File: src/rtl/alu_arbiter.sv
// Two-requester round-robin front end for a shared external combinational ALU.
// One operation in flight at a time: accept in IDLE, capture the result in EXEC, hand it back in RESP.
module alu_arbiter #(
    parameter int WIDTH = 32,
    parameter int OPW   = 4
) (
    input  logic             clk,
    input  logic             rst,
    input  logic             req0_valid,
    output logic             req0_ready,
    input  logic [WIDTH-1:0] req0_a,
    input  logic [WIDTH-1:0] req0_b,
    input  logic [OPW-1:0]   req0_op,
    input  logic             req1_valid,
    output logic             req1_ready,
    input  logic [WIDTH-1:0] req1_a,
    input  logic [WIDTH-1:0] req1_b,
    input  logic [OPW-1:0]   req1_op,
    output logic             rsp0_valid,
    input  logic             rsp0_ready,
    output logic             rsp1_valid,
    input  logic             rsp1_ready,
    output logic [WIDTH-1:0] rsp_data,
    output logic             rsp_err,
    output logic [WIDTH-1:0] alu_op_a,
    output logic [WIDTH-1:0] alu_op_b,
    output logic [OPW-1:0]   alu_op,
    input  logic [WIDTH-1:0] alu_result,
    output logic             busy
);

    typedef enum logic [1:0] {
        IDLE = 2'd0,
        EXEC = 2'd1,
        RESP = 2'd2
    } state_t;

    localparam logic [OPW-1:0] LAST_LEGAL_OP = OPW'(6);

    state_t state;
    logic   grant;
    logic   last_grant;
    logic   pick;
    logic   accept;
    logic   done;

    function automatic logic op_is_legal(input logic [OPW-1:0] op);
        return op <= LAST_LEGAL_OP;
    endfunction

    // Tie goes to the requester that was not served last; a lone request always wins.
    always_comb begin
        pick = 1'b0;
        if (req0_valid && req1_valid) begin
            pick = ~last_grant;
        end else begin
            pick = req1_valid;
        end
    end

    assign accept     = !rst && (state == IDLE) && (req0_valid || req1_valid);
    assign req0_ready = accept && !pick;
    assign req1_ready = accept && pick;

    assign rsp0_valid = !rst && (state == RESP) && !grant;
    assign rsp1_valid = !rst && (state == RESP) && grant;
    assign busy       = !rst && (state != IDLE);

    // Only the granted requester's ready can retire the response.
    assign done = (state == RESP) && (grant ? rsp1_ready : rsp0_ready);

    always_ff @(posedge clk) begin
        if (rst) begin
            state      <= IDLE;
            grant      <= 1'b0;
            last_grant <= 1'b1;
            alu_op_a   <= '0;
            alu_op_b   <= '0;
            alu_op     <= '0;
            rsp_data   <= '0;
            rsp_err    <= 1'b0;
        end else begin
            case (state)
                IDLE: begin
                    if (accept) begin
                        grant      <= pick;
                        last_grant <= pick;
                        alu_op_a   <= pick ? req1_a  : req0_a;
                        alu_op_b   <= pick ? req1_b  : req0_b;
                        alu_op     <= pick ? req1_op : req0_op;
                        state      <= EXEC;
                    end
                end
                EXEC: begin
                    if (op_is_legal(alu_op)) begin
                        rsp_data <= alu_result;
                        rsp_err  <= 1'b0;
                    end else begin
                        rsp_data <= '0;
                        rsp_err  <= 1'b1;
                    end
                    state <= RESP;
                end
                RESP: begin
                    if (done) begin
                        state <= IDLE;
                    end
                end
                default: state <= IDLE;
            endcase
        end
    end

endmodule

File: config.mk
export PLATFORM = sky130hd
export DESIGN_NAME = alu_arbiter
export DESIGN_NICKNAME = d
export VERILOG_FILES = /design/src/rtl/alu_arbiter.sv
export SDC_FILE = /design/constraint.sdc
export NUM_CORES = 1
export LEC_CHECK = 0
export CAP_MARGIN = 25
export CORE_MARGIN = 3
export CORE_UTILIZATION = 38
export DETAILED_ROUTE_END_ITERATION = 8
export PLACE_DENSITY = 0.95
export SLEW_MARGIN = 10
export SYNTH_ARGS = -nofsm -noshare
export SYNTH_HDL_FRONTEND = slang
export SYNTH_SLANG_ARGS = --single-unit
File: constraint.sdc
create_clock -name clk -period 4.25 [get_ports clk]
set_input_delay 1.0625 -clock clk [delete_from_list [all_inputs] [get_ports clk]]
set_output_delay 1.0625 -clock clk [all_outputs]
set_load 0.03 [all_outputs]
### After elaboration in Yosys (flattened, before gate mapping)

Cells that the tools add are included.

| operators by class | value |
|---|---|
| magnitude comparators | 1 |
| equality and inequality tests | 4 |
| muxes and demuxes | 10 |
| bitwise operators | 1 |
| reduce and logical (&&, ||, !) cells | 18 |

Operator list:

| kind | number |
|---|---|
| $mux 32 | 3 |
| $logic_and 1x1->1 | 10 |
| $pmux 2 s3 | 1 |
| $le 4x3->1 const B | 1 |
| $mux 2 | 2 |
| $mux 4 | 1 |
| $ne 2x2->1 const B | 2 |
| $reduce_and 2->1 | 2 |
| $logic_not 1->1 | 3 |
| $mux 1 | 3 |
| $eq 2x1->1 const B | 1 |
| $eq 2x2->1 const B | 1 |
| $logic_not 2->1 | 1 |
| $reduce_bool 2->1 | 1 |
| $logic_or 1x1->1 | 1 |
| $not 1->1 | 1 |

| word-level totals | value |
|---|---|
| flip-flop bits (word level) | 105 |
| bits of input ports | 174 |
| logic and storage cells | 42 |

### Longest topological paths before layout

Gate-level depths: netlist (run 1).

| depth | value |
|---|---|
| depth after elaboration | 5 |
| mapped depth | 7 |

### Worst setup path before layout (run 1)

No wires, ideal clock.

| timing | value |
|---|---|
| kind | input port to output port |
| from | input rst |
| to | output rsp0_valid |
| arrival | 2.454 ns |
| required time | 3.188 ns |
| setup slack | 0.733 ns |
| cell stages on the path | 3 |
| buffers on the path | 2 |
| cells stage by stage | buf_2 buf_1 nor4b_1 |

| between the ends | value |
|---|---|
| longest elaborated chain between the ends | 3 |

RTL lines:

| element | RTL line | RTL |
|---|---|---|
| start, declared | 8 | `input logic rst,` |
| $logic_not 1->1 | 65 | `assign rsp0_valid = !rst && (state == RESP) && !grant;` |
| $logic_and 1x1->1 (2 in series) | 65 |  |
| end, declared | 19 | `output logic rsp0_valid,` |

No other way between the ends.

### Worst setup path after layout (run 1)

| timing | value |
|---|---|
| from | input rst |
| to | output rsp1_valid |

| between the ends | value |
|---|---|
| longest elaborated chain between the ends | 3 |

RTL lines:

| element | RTL line | RTL |
|---|---|---|
| $logic_not 1->1 | 66 | `assign rsp1_valid = !rst && (state == RESP) && grant;` |
| $logic_and 1x1->1 (2 in series) | 66 |  |
| end, declared | 21 | `output logic rsp1_valid,` |

No other way between the ends.

==> results.json, run 1 <==
{
  "run_status": "complete, no violations",
  "crit_arrival_ns": 2.44,
  "overflow": 0,
  "synth-xor-area-share": 0,
  "ys.flop_type": "dfxtp_1",
  "syn-num-nets": 576,
  "fin_crit_sh": 0.823,
  "start_kind": "primary input",
  "final_area_mm2": 0.00711,
  "dieArea_mm2": 0.0120,
  "drt_wl_total_um": 15200,
  "grt_pass1_wl_um": 23100,
  "synth_edf_count": 0,
  "post_drt_via_cell_ratio": 5.60,
  "clk_path_buf_depth": 2,
  "worst_slew_pin_slew_ns": 0.694,
  "synthCells": 402,
  "synthArstFlopShare": 0,
  "crit_type": "primary input to output port",
  "endpoint_kind": "output port",
  "post-cts-setup-buffers": 0,
  "num_antenna_cells": 0,
  "cp_top_family": "buffers and inverters",
  "cap_violations": 0,
  "synthAdderAreaFrac": 0,
  "dp_cells": 775,
  "final_hold_viol_count": 0,
  "path_clk_slew_ns": 0.09,
  "io_pins": 280,
  "hpwlAfterDp_um": 11200,
  "drc": 0,
  "h-tree-depth": 3,
  "area.growth.synth_to_final_pct": 74.0,
  "wl_per_cell_um": 19.2,
  "cts_root_buf": "clkbuf_8",
  "antenna_found_initial": 0,
  "grt_pass1_vias": 4529,
  "cts_hold_buffers": 0,
  "finalSetupViolCount": 0,
  "fin_cells": 793,
  "hold_slack_ns": 0.473,
  "cts-resized-gates": 0,
  "synth_largest_area_cell": "dfxtp_1",
  "yosys.area_share.simple": 0.177,
  "critPathMaxFanout": 26,
  "netlist_top_cells_area": "dfxtp_1 (51%), a221o_1 (14%), and3_1 (8.9%)",
  "cts_tree": "done",
  "worstHoldPathType": "flip-flop to flip-flop",
  "initial_core_util": 0.394,
  "cts_made_buffers": 9,
  "placed_cell_area_mm2": 0.00690,
  "synth-seq-cells": 105,
  "path_buf_inv": 2,
  "synth_mux_area_frac": 0.00245,
  "nFillCells": 774,
  "avgSynthCellArea_um2": 10.2,
  "io_buffers": 279,
  "synth_top_area_share": 0.515,
  "synth_top_family_by_area": "compound AO/OA/AOI/OAI gates",
  "clk_latency_ns": 0.35,
  "place_ws_ns": 0.751,
  "gp_congestion": 0.814,
  "grt_max_degree": 69,
  "synth_common_cells": "dfxtp_1 (105), and3_1 (58), a221o_1 (57)",
  "slew_violations": 0,
  "ys_types": 31,
  "ir_worst_vdd_mv": 0.216,
  "power_density_mw_per_mm2": 349,
  "layout_setup_ws_ns": 0.751,
  "maxSlewHeadroom": 0.536,
  "core_mm2": 0.0104,
  "rsz0062_at_grt": "no",
  "cts_sinks": 105,
  "postRouteAntennaNets": 0,
  "cpPeakStageDelay_ns": 0.73,
  "vias": 4440,
  "yosysSeqAreaShare": 0.515,
  "fin_worst_skew_ns": 0.0119,
  "cp_slowest_cell": "clkdlybuf4s50_1",
  "setup_tns_ns": 0,
  "fin_crit_ns": 3.50,
  "p_leak_uw": 0.00277,
  "die_height_um": 110,
  "dr.pass1.iters": 4,
  "track_usage": 0.241,
  "synth_warnings": 0,
  "crit_chain": "buf_2, nor4bb_1, clkdlybuf4s50_1",
  "max_freq_mhz": 286,
  "drive_above_1_share": 0.0518,
  "syn_area_mm2": 0.00408,
  "yosysMostFrequentCell": "dfxtp_1",
  "dieWidth_um": 110,
  "rows": 37,
  "layout.nets": 826,
  "cp.required_ns": 3.19,
  "drt-initial-drc-count": 356,
  "synth_compound_area_frac": 0.248
}
-- final timing paths --
path	endpoint	slack, ns	startpoint	cells past startpoint
setup / recovery	rsp1_valid	0.75	rst	3
setup reg to reg	alu_op_a[29]$_SDFFE_PP0P_	2.37	last_grant$_SDFFE_PP1P_	4
hold / removal	rsp_err$_SDFFE_PP0N_	0.47	rsp_err$_SDFFE_PP0N_	2
hold reg to reg	rsp_err$_SDFFE_PP0N_	0.47	rsp_err$_SDFFE_PP0N_	2
-- area by class of cell --
type,count,area [um^2],share of cell area
timing repair buffer,288,2870,0.404
sequential,105,2100,0.296
multi-input combinational,247,1780,0.250
tap,136,170,0.0239
clock buffer,10,128,0.0180
clock inverter,6,51.3,0.00722
inverter,1,3.75,0.000528
-- worst reg2reg max path, delay by kind of cell, from the launching register on --
kind	cells	cell delay (ns)
buffers and inverters	1	0.50
AOI/OAI and AO/OA	1	0.31
DFF	1	0.40
and+or+nand+nor	2	0.62
-- state kept, by name (all words and copies together), names as in the netlist --
signal,flops
rsp_err,1
grant,1
state,2
rsp_data,32
alu_op,4
alu_op_b,32
alu_op_a,32
last_grant,1
-- cell usage in the layout (no fill, tap or decap), types with 2 or more instances in the layout --
cell	count
clkinvlp_4	3
nand3_1	12
or2_2	2
clkdlybuf4s50_1	276
a21oi_1	2
a32oi_1	32
nor2_1	35
clkbuf_8	9
dfxtp_1	105
o21ai_0	11
a221o_1	57
nor3_1	2
buf_8	3
a31oi_1	11
and3_1	57
buf_4	8
nand4_1	11
-- metal layers --
metal	wire length [um]	GRT usage	up-vias	part of all wire
met2	7860	0.431	227	0.52
li1	-	-	2081	-
met5	0	0	-	0
met1	5690	0.270	2108	0.37
met4	313	0.0703	0	0.021
met3	1380	0.0828	24	0.090
-- kinds of logic (layout without fill, tap and decap cells) --
family / count (synthesis) / after routing
buffers and inverters: 50 / 305
flip-flops: 105 / 105
AND/OR/NAND/NOR: 129 / 129
multiplexers: 1 / 1
AO/OA/AOI/OAI: 117 / 117
-- metrics by stage --
stage,util,power (uW)
detailed placement,0.665,1930
CTS,0.682,2490
floorplan,-,1530
global route,0.685,2590
finish,0.685,2480
global placement,0.664,1900
-- power by group --
group / switching (uW) / total (uW) / internal (uW)
clock network: 346 / 567 / 221
registers: 63.1 / 1140 / 1080
logic: 388 / 774 / 386
No activity file was read; power rests on OpenSTA's default activity.
==> run 2, diff against run 1 <==
--- a/config.mk
+++ b/config.mk
@@ -7,9 +7,9 @@
 export LEC_CHECK = 0
 export CAP_MARGIN = 25
 export CORE_MARGIN = 3
-export CORE_UTILIZATION = 38
+export CORE_UTILIZATION = 32
 export DETAILED_ROUTE_END_ITERATION = 8
-export PLACE_DENSITY = 0.95
+export PLACE_DENSITY = 0.88
 export SLEW_MARGIN = 10
 export SYNTH_ARGS = -nofsm -noshare
 export SYNTH_HDL_FRONTEND = slang
==> constraint.sdc (replaced) <==
create_clock -name clk -period 3.15 [get_ports clk]
set_input_delay 0.7875 -clock clk [delete_from_list [all_inputs] [get_ports clk]]
set_output_delay 0.7875 -clock clk [all_outputs]
set_load 0.03 [all_outputs]
==> run 2 against run 1 <==
Compared with the run above: register-to-register slack lost 1.1 ns; sequential cell count is the same; routed wire length grew 0.87%; design area grew 2.8%; largest cell class unchanged; worst setup slack lost 0.37 ns; critical path depth is the same; core utilization shrank 9.0 points.
==> results.json, run 2 (synthesis results as in run 1) <==
{
  "grt_max_degree": 59,
  "dr.pass1.iters": 4,
  "power_density_mw_per_mm2": 503,
  "post-cts-setup-buffers": 0,
  "grt_pass1_vias": 4752,
  "hold_slack_ns": 0.471,
  "min_path_cells": 2,
  "setup_tns_ns": 0,
  "layout_setup_ws_ns": 0.381,
  "worstHoldPathType": "flip-flop to flip-flop",
  "postRouteAntennaNets": 0,
  "grt_pass1_wl_um": 24500,
  "holdPathEnd": "rsp_err$_SDFFE_PP0N_",
  "finalSetupViolCount": 0,
  "path_clk_slew_ns": 0.07,
  "cts_root_buf": "clkbuf_16",
  "antenna_found_initial": 0,
  "cap_violations": 0,
  "fin_crit_ns": 2.77,
  "cts_sinks": 105,
  "p_switching_uw": 1140,
  "seqPwrFrac": 0.418,
  "path_buf_inv": 2,
  "finalPower_uw": 3670,
  "area.growth.synth_to_final_pct": 78.8,
  "run_status": "complete, no violations",
  "swShare": 0.310,
  "r2r_start": "state[1]$_SDFFE_PP0P_",
  "drc": 0,
  "start_kind": "primary input",
  "multiInputGateArea_mm2": 0.00178,
  "utilization": 0.596,
  "crit_type": "primary input to output port",
  "rsz0062_at_grt": "no",
  "maxSlewHeadroom": 0.545,
  "hp-start": "rsp_err$_SDFFE_PP0N_",
  "worst_slew_pin_slew_ns": 0.680,
  "cts-resized-gates": 0,
  "cpPeakStageDelay_ns": 0.72,
  "p_int_uw": 2530,
  "dieArea_mm2": 0.0142,
  "r2r_cells": 4,
  "slew_violations": 0,
  "crit_arrival_ns": 1.98,
  "worstReg2RegEnd": "alu_op_b[2]$_SDFFE_PP0P_",
  "fin_worst_skew_ns": 0.00928,
  "die_height_um": 119,
  "final_hold_viol_count": 0,
  "overflow": 0,
  "fin_crit_sh": 0.879,
  "ir_worst_vdd_mv": 0.244,
  "clk_latency_ns": 0.34,
  "cts_tree": "done",
  "track_usage": 0.210,
  "cp_slowest_cell": "clkdlybuf4s50_1",
  "cp.required_ns": 2.36,
  "io_buffers": 279,
  "final_cell_mix": "clkdlybuf4s50_1 (276), dfxtp_1 (105), and3_1 (57), a221o_1 (57), nor2_1 (35)",
  "reg.largest.list": "alu_op_a: 32 flops, alu_op_b: 32 flops, rsp_data: 32 flops",
  "endpoint_kind": "output port",
  "max_freq_mhz": 361,
  "nFillCells": 1005,
  "clk_path_buf_depth": 2,
  "layout_commonest_cell": "clkdlybuf4s50_1",
  "h-tree-depth": 3,
  "critPathMaxFanout": 11,
  "drive_above_1_share": 0.0590,
  "post_drt_via_cell_ratio": 5.42,
  "wl_per_cell_um": 18.5,
  "drt-initial-drc-count": 302,
  "initial_core_util": 0.333,
  "place_ws_ns": 0.380,
  "pwr-share-comb": 0.287,
  "io_pins": 280,
  "vias": 4490,
  "cts_made_buffers": 9,
  "p_clk_frac": 0.295,
  "cp_top_family": "buffers and inverters",
  "crit_chain": "buf_2, nor4bb_1, clkdlybuf4s50_1",
  "register_area_mm2": 0.00210,
  "core_mm2": 0.0123,
  "hpwlAfterDp_um": 11400,
  "gp_congestion": 0.766,
  "p_leak_uw": 0.00286,
  "rows": 40,
  "layout.nets": 830,
  "drt_wl_total_um": 15400,
  "num_antenna_cells": 0,
  "cts_hold_buffers": 0,
  "dieWidth_um": 119,
  "regToRegSetupSlack_ns": 1.31
}
## run 2: routing by layer
metal  GRT usage  wire length (um)
met1       0.224              5800
met2       0.382              7840
met3      0.0802              1310
met4      0.0659               409
met5           0                 0
## run 2: how the worst max path moves through the flow
| stage | from | end | slack [ns] | cells after the start |
|---|---|---|---|---|
| 6_report | rst | rsp1_valid | 0.38 | 3 |
| 4_1_cts | rst | rsp0_valid | 0.37 | 3 |
| 3_3_place_gp | rst | rsp0_valid | 0.38 | 3 |
| 5_1_grt | rst | rsp1_valid | 0.25 | 3 |
| 3_5_place_dp | rst | rsp0_valid | 0.38 | 3 |
| 2_1_floorplan | rst | rsp0_valid | 0.18 | 3 |
## run 2: area by class of cell
cell class,count,area share
tap,168,0.0288
clock buffer,9,0.0308
multi-input combinational,247,0.244
sequential,105,0.288
inverter,1,0.000514
timing repair buffer,292,0.400
clock inverter,7,0.00857
## run 2: power by group through the flow
stage | logic, uW | registers, uW | clock network [uW]
final | 1050 | 1540 | 1080
after detailed placement | 1050 | 1560 | 0
after global placement | 1030 | 1560 | 0
after global routing | 1110 | 1550 | 1150
after floorplan | 289 | 1780 | 0
after CTS | 1050 | 1540 | 1100
## run 2: stage by stage
stage               area (um^2)  std cells
floorplan                  4080        402
global placement           6970        811
detailed placement         6990        812
CTS                        7280        828
global route               7300        829
finish                     7300        829
## run 2: worst min-delay path, delay by kind of cell (launching register included)
family	cells	cell delay, ns
DFF	1	0.31
AOI/OAI and AO/OA	1	0.06
buffers and inverters	1	0.05
